`src/rtl/if_id_reg.sv`:
```
// IF/ID pipeline register between the fetch (PC) stage and decode.
// Captures PC, PC+4 and the fetched instruction every cycle, supports stall
// (hold) and flush (bubble insertion for taken branches/jumps), pre-decodes
// the standard RISC-V fields, flags illegal opcodes, counts accepted
// instructions and bubble cycles, and produces the PC-register enable.
module if_id_reg #(
   parameter logic [31:0] NOP_INSTR = 32'h00000013,
   parameter logic [31:0] RESET_PC  = 32'h00000000,
   parameter int          CNT_W     = 32
) (
   input  logic             i_clk,
   input  logic             i_rst,
   input  logic             i_stall,
   input  logic             i_flush,
   input  logic [31:0]      i_pc,
   input  logic [31:0]      i_inc_pc,
   input  logic [31:0]      i_instr,
   output logic             o_if_en,
   output logic             o_valid,
   output logic [31:0]      o_pc,
   output logic [31:0]      o_inc_pc,
   output logic [31:0]      o_instr,
   output logic [6:0]       o_opcode,
   output logic [4:0]       o_rd,
   output logic [2:0]       o_funct3,
   output logic [4:0]       o_rs1,
   output logic [4:0]       o_rs2,
   output logic [6:0]       o_funct7,
   output logic             o_illegal,
   output logic [CNT_W-1:0] o_acc_cnt,
   output logic [CNT_W-1:0] o_bub_cnt
);

   // PC+4 value that matches RESET_PC, so the pair stays consistent after reset.
   localparam logic [31:0] RESET_INC_PC = RESET_PC + 32'd4;

   // Counter increment, sized to the counter width so wrap is a plain modulo add.
   localparam logic [CNT_W-1:0] CNT_ONE = CNT_W'(1);

   // What the register bank does on the coming edge, in priority order.
   typedef enum logic [1:0] {
      UPD_LOAD  = 2'd0,
      UPD_STALL = 2'd1,
      UPD_FLUSH = 2'd2,
      UPD_RESET = 2'd3
   } upd_e;

   upd_e upd_sel;
   logic in_illegal;

   // Opcode legality check; only the low seven bits matter.
   function automatic logic is_illegal(input logic [6:0] op);
      logic ill;
      ill = 1'b1;
      if (op[1:0] == 2'b11) begin
         case (op)
            7'b0110111,
            7'b0010111,
            7'b1101111,
            7'b1100111,
            7'b1100011,
            7'b0000011,
            7'b0100011,
            7'b0010011,
            7'b0110011,
            7'b0001111,
            7'b1110011: ill = 1'b0;
            default:    ill = 1'b1;
         endcase
      end
      return ill;
   endfunction

   // A taken redirect must reach the PC register even while decode is stalled.
   assign o_if_en = ~i_stall | i_flush;

   // Resolve reset > flush > stall > load into a single update selector.
   always_comb begin
      upd_sel = UPD_LOAD;
      if (i_rst) begin
         upd_sel = UPD_RESET;
      end else if (i_flush) begin
         upd_sel = UPD_FLUSH;
      end else if (i_stall) begin
         upd_sel = UPD_STALL;
      end
   end

   // Legality of the incoming word, computed ahead of the register so the flag is registered.
   always_comb begin
      in_illegal = is_illegal(i_instr[6:0]);
   end

   // Pipeline payload: valid, PC pair, instruction and its illegal flag.
   always_ff @(posedge i_clk) begin
      case (upd_sel)
         UPD_RESET: begin
            o_valid   <= 1'b0;
            o_pc      <= RESET_PC;
            o_inc_pc  <= RESET_INC_PC;
            o_instr   <= NOP_INSTR;
            o_illegal <= 1'b0;
         end
         UPD_FLUSH: begin
            o_valid   <= 1'b0;
            o_pc      <= i_pc;
            o_inc_pc  <= i_inc_pc;
            o_instr   <= NOP_INSTR;
            o_illegal <= 1'b0;
         end
         UPD_STALL: begin
            o_valid   <= o_valid;
            o_pc      <= o_pc;
            o_inc_pc  <= o_inc_pc;
            o_instr   <= o_instr;
            o_illegal <= o_illegal;
         end
         default: begin
            o_valid   <= 1'b1;
            o_pc      <= i_pc;
            o_inc_pc  <= i_inc_pc;
            o_instr   <= i_instr;
            o_illegal <= in_illegal;
         end
      endcase
   end

   // Event counters: loads bump the accepted count, flush or stall bumps the bubble count.
   always_ff @(posedge i_clk) begin
      case (upd_sel)
         UPD_RESET: begin
            o_acc_cnt <= '0;
            o_bub_cnt <= '0;
         end
         UPD_FLUSH,
         UPD_STALL: begin
            o_acc_cnt <= o_acc_cnt;
            o_bub_cnt <= o_bub_cnt + CNT_ONE;
         end
         default: begin
            o_acc_cnt <= o_acc_cnt + CNT_ONE;
            o_bub_cnt <= o_bub_cnt;
         end
      endcase
   end

   // Decode fields are plain slices of the registered word, so bubbles show NOP fields.
   assign o_opcode = o_instr[6:0];
   assign o_rd     = o_instr[11:7];
   assign o_funct3 = o_instr[14:12];
   assign o_rs1    = o_instr[19:15];
   assign o_rs2    = o_instr[24:20];
   assign o_funct7 = o_instr[31:25];

endmodule

```
`config.mk`:
```
export PLATFORM = sky130hd
export DESIGN_NAME = if_id_reg
export DESIGN_NICKNAME = d
export VERILOG_FILES = /design/src/rtl/if_id_reg.sv
export SDC_FILE = /design/constraint.sdc
export NUM_CORES = 1
export LEC_CHECK = 0
export CORE_MARGIN = 1
export CORE_UTILIZATION = 44
export DETAILED_ROUTE_END_ITERATION = 8
export PLACE_DENSITY = 0.89
export SLEW_MARGIN = 10
export SYNTH_ARGS = -nofsm -noshare
export SYNTH_HDL_FRONTEND = slang
export SYNTH_SLANG_ARGS = --single-unit
```
`constraint.sdc`:
```
create_clock -name i_clk -period 4.55 [get_ports i_clk]
set_input_delay 0.91 -clock i_clk [delete_from_list [all_inputs] [get_ports i_clk]]
set_output_delay 0.91 -clock i_clk [all_outputs]
set_load 0.005 [all_outputs]
```
Word level (Yosys, flattened, before mapping)
Index checks and enable logic that the tools add are counted.

operators by class
  add/subtract/negate cells = 2
  muxes and demuxes = 12
  reductions and logical operators = 4
  equal/unequal tests = 15
  bitwise gates (word level) = 2

operators by type and width
  cell                                                                   number
  32-bit one-hot mux with 2 select lines                                 5
  32-bit by 1-bit adder with 32-bit output, second input constant        2
  7-bit equality test, second input constant                             4
  7-bit by 6-bit equality test with 1-bit output, second input constant  3
  7-bit by 5-bit equality test with 1-bit output, second input constant  2
  11-bit OR reduction                                                    1
  7-bit by 2-bit equality test with 1-bit output, second input constant  1
  7-bit by 4-bit equality test with 1-bit output, second input constant  1
  2-bit equality test, second input constant                             3
  2-bit 2-to-1 mux                                                       2
  1-bit one-hot mux with 2 select lines                                  2
  2-bit OR reduction                                                     2
  1-bit 2-to-1 mux                                                       3
  2-bit by 1-bit equality test with 1-bit output, second input constant  1
  2-bit nonzero test                                                     1
  1-bit inverter                                                         1
  1-bit OR                                                               1

storage, ports and cells
  flip-flop bits (word level) = 162
  output and inout bits = 195
  word-level logic and storage cells = 42
  input port bits = 100

Longest topological paths before layout
  word-level depth = 6
  gate-level depth with buffers = 7
  mapped depth without buffers = 6

Least setup slack after synthesis
No wires, ideal clock.

  path type = in2reg
  from = input port i_flush
  to = register o_illegal, enable pin
  buffers on the path = 1
  setup slack = 0.764 ns
  stages = 5
  setup time = 0.452 ns
  data required time = 4.098 ns
  data arrival time = 3.334 ns
  cells stage by stage = or2_2 inv_1 clkbuf_1 ha_1 inv_1

on the way
  longest elaborated chain between the ends = 3

ends and longest elaborated chain
  what                                            RTL line  source
  from (decl)                                     14        input logic i_flush,
  2-bit 2-to-1 mux                                82        end else if (i_flush) begin
  2-bit 2-to-1 mux                                80        if (i_rst) begin
  2-bit by 1-bit equality test with 1-bit output  96        case (upd_sel)
  to (signal assigned)                            116       o_illegal <= o_illegal;
  to (signal assigned)                            123       o_illegal <= in_illegal;
  to (decl)                                       29        output logic o_illegal,

No other way between the ends.
A chain may end at the register's enable or synchronous reset.

Worst setup path after layout
  from = input port i_flush
  to = output port o_if_en

on the way
  longest elaborated chain between the ends = 1

ends and longest elaborated chain
  what       RTL line  source
  1-bit OR   75        assign o_if_en = ~i_stall | i_flush;
  to (decl)  18        output logic o_if_en,

No other way between the ends.

==> metrics.txt <==
status complete, no violations; I/O pins 295; register area 0.00486 mm²; WL per Instance 17.8 µm; synth warn 0; core box area 0.0166 mm²; width of the die 133 µm; mapped cell area 0.00753 mm²; DP Worst Slack 1.35 ns; worst setup margin 1.54 ns; Internal 0.00300 W; post-cts sizing count 0; Die Height 133 µm; Rows 47; fin nets 964; Clock power frac 33.1%; VDD IR-drop max 0.255 mV; IO Port Bufs 294; PwrDens 357 mW/mm²; vias in the first global route 5533; final setup vio count 0; Req. time, crit path 3.64 ns; share of the synthesized area in the top cell type 64.6%; largest net degree at the start of global routing 68; CP Launch Type input port; Seq/Total Area, Yosys 64.6%; Logic pwr share 17.1%; DRC Markers 0; DRT Pass-1 Iters 5; Syn Nets 704; GPL Wtd Cong 0.848; Tmin final 3.01 ns; actual slew at the worst max-slew pin 0.763 ns; RSZ-0062 raised after global routing false; Clock Path Buffers 2; Worst setup EP type output pin; max cap viols 0; Num CTS Buffers 17; Leak Pwr 3.81 nW; NetSw 0.000928 W; ant diodes 0; # clock sinks 162; DIE AREA 0.0176 mm²; Routed Antenna Nets 0; HPWL after DPL 14.0 mm; syn_area_per_cell 12.6 µm²; Net Sw Frac 23.6%; Fillers 1222; CTS tree done; initial antenna violation count 0; H-tree levels 4; area of the multi-input gates 0.00225 mm²; crit path max fanout 5; setup bufs post-CTS 0; total power 0.00393 W; number of flops mapped to enable cells by yosys 162; Main synth FF type edfxtp_1; Via-to-Cell Ratio 5.27; worst-case clock skew 0.00959 ns; Clock Latency Late Sink 0.41 ns; grt total ovfl 0; Syn Inst Count 599; flops & latches, synth 162; Arr. time, crit path 2.10 ns; setup_tns 0 ns; total track usage 22.0%; highest clock rate 0.332 GHz; fraction of registers with async set/reset 0%; violation count after the first detailed-routing iteration 343; first-pass GRT wire length 29.7 mm; type of the worst min-delay path reg -> reg; Area Growth Syn to Fin 46.1%; Total Routed Length 19.4 mm; Netlist cell types 40; Worst Setup Path Type in -> out; sequential power share 49.8%; clock-pin transition on the worst setup and hold timing paths 0.06 ns; period utilization 66.1%; Root Driver clkbuf_16; DR vias 5749; max_slew headroom 49.1%; Max Slew Vio Count 0; Initial Util 45.3%; fraction of layout cells with a size suffix above 1 4.82%; ranking of synthesized cells by area edfxtp_1 (65%), nor2b_1 (5.5%), buf_4 (3.2%); hold bufs inserted after CTS 0; post-synth top area cell edfxtp_1; Final Hold Vio Count 0
worst max-delay path, stage by stage:
cell and delay [ns]:
clkdlybuf4s50_1 0.52, nand2b_1 0.16, clkdlybuf4s50_1 0.51
cells in the final DEF, fill, tap and decap left out, types with 2 or more instances in the layout:
master and count:
edfxtp_1 162, clkinv_1 3, nand2b_1 5, o31ai_1 24, and4_1 7, or2_2 3, nand3b_1 2, nor2_1 25
buf_4 6, nand3_1 18, nor4_1 6, a21oi_1 39, and3_1 4, nor3_1 6, and2_1 31, clkbuf_16 17
o21ai_0 13, clkinvlp_4 6, ha_1 4, xnor2_1 15, clkdlybuf4s50_1 294, xor2_1 4, nand4_1 11, nor2b_1 66
nand2_1 20, or4_1 25, inv_1 17, or3_1 17, clkbuf_1 3
power groups by stage:
| stage | sequential, W | clock, W | combinational (W) |
|---|---|---|---|
| 2_1_floorplan | 0.00197 | 0 | 0.000203 |
| 3_3_place_gp | 0.00198 | 0 | 0.000658 |
| 3_5_place_dp | 0.00198 | 0 | 0.000676 |
| 4_1_cts | 0.00196 | 0.00132 | 0.000679 |
| 5_1_grt | 0.00197 | 0.00138 | 0.000719 |
| 6_report | 0.00196 | 0.00130 | 0.000673 |
Yosys cell counts, types with 2 or more instances:
master	count
edfxtp_1	162
nor2b_1	66
a21oi_1	39
buf_4	32
and2_1	31
nor2_1	25
or4_1	25
o31ai_1	24
clkbuf_1	22
nand2_1	20
inv_1	19
nand3_1	18
or3_1	17
xnor2_1	15
o21ai_0	13
nand4_1	11
and4_1	7
nor3_1	6
nor4_1	6
ha_1	5
nand2b_1	5
and3_1	4
xor2_1	4
buf_1	3
or2_2	3
buf_2	2
nand3b_1	2
cells by family (layout without fill, tap and decap cells):
kind of cell               count (synthesis)  count (layout)  synth area share, %
AOI/OAI and AO/OA                         82              82                 6.49
xor gates and xnor gates                  19              19                 2.21
DFF                                      162             162                 64.6
muxes                                      2               2                0.282
and+or+nand+nor                          250             250                 19.9
buffers and inverters                     79             351                 5.66
adders and majority gates                  5               5                0.830
layer usage:
| layer | vias up | GRT usage, % | share of wire (%) |
|---|---|---|---|
| met1 | 2746 | 26.5 | 39 |
| met5 | - | 0 | 0 |
| li1 | 2700 | - | - |
| met3 | 21 | 5.48 | 7.1 |
| met4 | 0 | 7.79 | 1.5 |
| met2 | 282 | 38.2 | 53 |
path summary, 6_finish.rpt:
check	startpoint	to	slack, ns	cells past startpoint
min reg2reg	o_acc_cnt[0]	o_acc_cnt[0]	0.64	1
max reg2reg	o_bub_cnt[0]	o_bub_cnt[28]	1.95	5
max	i_flush	o_if_en	1.54	3
min	o_acc_cnt[0]	o_acc_cnt[0]	0.64	1
state kept, by name, indices dropped and copies added, names as in the netlist:
register   count
o_acc_cnt     32
o_bub_cnt     32
o_illegal      1
o_inc_pc      32
o_instr       32
o_pc          32
o_valid        1
per-stage QoR:
step	hold slack, ns	cells	util (%)	instance area, µm²
6_report	0.644	1091	66.1	11000
4_1_cts	0.655	1091	66.1	11000
2_1_floorplan	0.614	599	-	7530
3_5_place_dp	0.646	1060	63.0	10500
3_3_place_gp	0.630	1060	63.0	10500
5_1_grt	0.686	1091	66.1	11000
cell type report:
cell class,instances,share of cell area [%]
clock buffer,20,3.97
clock inverter,11,0.830
inverter,19,0.671
multi-input combinational,358,20.5
sequential,162,44.2
tap,220,2.50
timing repair buffer,301,27.3
No activity file was read; power rests on OpenSTA's default activity.
==> RTL edit (same flow settings) <==
`CNT_W`: 32 -> 48.
--- a/src/rtl/if_id_reg.sv
+++ b/src/rtl/if_id_reg.sv
@@ -6,7 +6,7 @@
 module if_id_reg #(
    parameter logic [31:0] NOP_INSTR = 32'h00000013,
    parameter logic [31:0] RESET_PC  = 32'h00000000,
-   parameter int          CNT_W     = 32
+   parameter int          CNT_W     = 48
 ) (
    input  logic             i_clk,
    input  logic             i_rst,
Ports: changed (resized o_acc_cnt and o_bub_cnt); port bits go from 295 to 327. The function was not compared with the original's and may differ.
==> RTL edit against the unedited design <==
- cell area is 21% higher
- area after synthesis grew 24%
- first-iteration DRC count grew 62%
- power up 17%
- largest cell class unchanged
- sequential cell count rose by 32
- wire length grew 35%
- worst setup slack got worse by 56 ps
- via count up 28%
==> RTL edit: results (changes against the unedited design) <==
status:
  status: "completed"
yosys:
  synth_common_cells: "edfxtp_1, nor2_1, nor2b_1, nand3_1, nand4_1"
  yosys.cell_types.count: 53  # +33%
  yosys-top-cells-area: "edfxtp_1, nor2b_1, nor2_1, xor2_1, xnor2_1"
  ys_seq_area_share_pct: 62.3  # -2.3 points
  synth_edf_count: 194  # +20%
  synth_fp_nets: 881  # +25%
  synthCells: 776  # +30%
final_layout:
  stdcell_count: 1358  # +24%
  nFillCells: 1535  # +26%
  drive_gt1_share_pct: 5.79  # +0.97 points
  nets: 1180  # +22%
  antennaDiodeCount: 0  # unchanged
clock_tree:
  clock_latency_ps: 430  # +20 ps
global_route:
  grt_pass1_wl_mm: 39.9  # +34%
  grt_max_degree: 80  # +18%
  grt_pass1_vias: 7158  # +29%
  track_usage_pct: 23.9  # +1.9 points
  antenna_found_initial: 1  # +1
place:
  post-place-ws_ps: 1180  # -173 ps
  placed_area_um2: 12700  # +21%
  dpl.hpwl_mm: 19.1  # +37%
  dp_cells: 1326  # +25%
  gp_congestion: 0.834  # -1.7%
timing:
  slew_headroom_pct: 35.2  # -14 points
  finClkSkew_ps: 14.2  # +4.63 ps
power_and_ir_drop:
  peakVddDrop_mv: 0.236  # -7.4%
  p_leak_nw: 4.61  # +21%
detailed_routing:
  drt-total-wl_mm: 26.1  # +35%
  via_per_inst: 5.44  # +3.2%
worst_setup_path:
  cp_data_arrival_time_ps: 2150  # +50 ps
RTL edit: cell count changes after synthesis, sizes merged, moves of 8 or more:
cell	change
nor2	+67
edfxtp	+32
xor2	+31
nand3	+27
nand4	+25
o31ai	-20
a21oi	-19
xnor2	+17
or4	-16
nor4	+14
nand2	+8
RTL edit: power breakdown:
group	total, W	switching (W)	internal, W
Sequential	0.00237	0.000181	0.00219
Clock	0.00142	0.000706	0.000717
Combinational	0.000815	0.000308	0.000506
RTL edit: worst max-delay path: stages:
cell             delay (ps)
clkdlybuf4s50_1         540
nand2b_1                150
clkdlybuf4s50_1         550
RTL edit: logic make-up after synthesis:
kind of cell | count (synthesis) | share of synthesized area [%]
buf+inv | 78 | 4.59
simple gates | 381 | 22.8
flops | 194 | 62.3
fa+ha+maj | 5 | 0.669
compound gates | 48 | 2.98
xor+xnor | 67 | 6.27
mux | 3 | 0.388
RTL edit: area by class of cell:
cell class,count,share of cell area [%]
clock buffer,17,3.20
clock inverter,15,0.961
inverter,23,0.669
multi-input combinational,504,23.5
sequential,194,43.9
tap,270,2.54
timing repair buffer,335,25.3
RTL edit: path summary, 6_finish.rpt:
path | start | end | slack, ps | depth (start not counted)
worst max-delay path | i_flush | o_if_en | 1490 | 3
worst min-delay path | o_bub_cnt[0]$_SDFFCE_PN0P_ | o_bub_cnt[0]$_SDFFCE_PN0P_ | 640 | 1
worst max register to register | o_bub_cnt[0]$_SDFFCE_PN0P_ | o_bub_cnt[22]$_SDFFCE_PN0P_ | 1750 | 6
worst min register to register | o_bub_cnt[0]$_SDFFCE_PN0P_ | o_bub_cnt[0]$_SDFFCE_PN0P_ | 640 | 1
RTL edit: metrics by stage:
step / util (%) / hold slack, ps
after floorplan: - / 613
after global placement: 61.9 / 624
after detailed placement: 61.9 / 631
after CTS: 64.6 / 641
after global routing: 64.6 / 658
final: 64.6 / 637
RTL edit: per-layer routing:
metal	routed length, µm	GRT usage, %
met5	9	0
met3	1780	4.48
met4	626	8.25
met1	10200	29.7
met2	13500	41.7
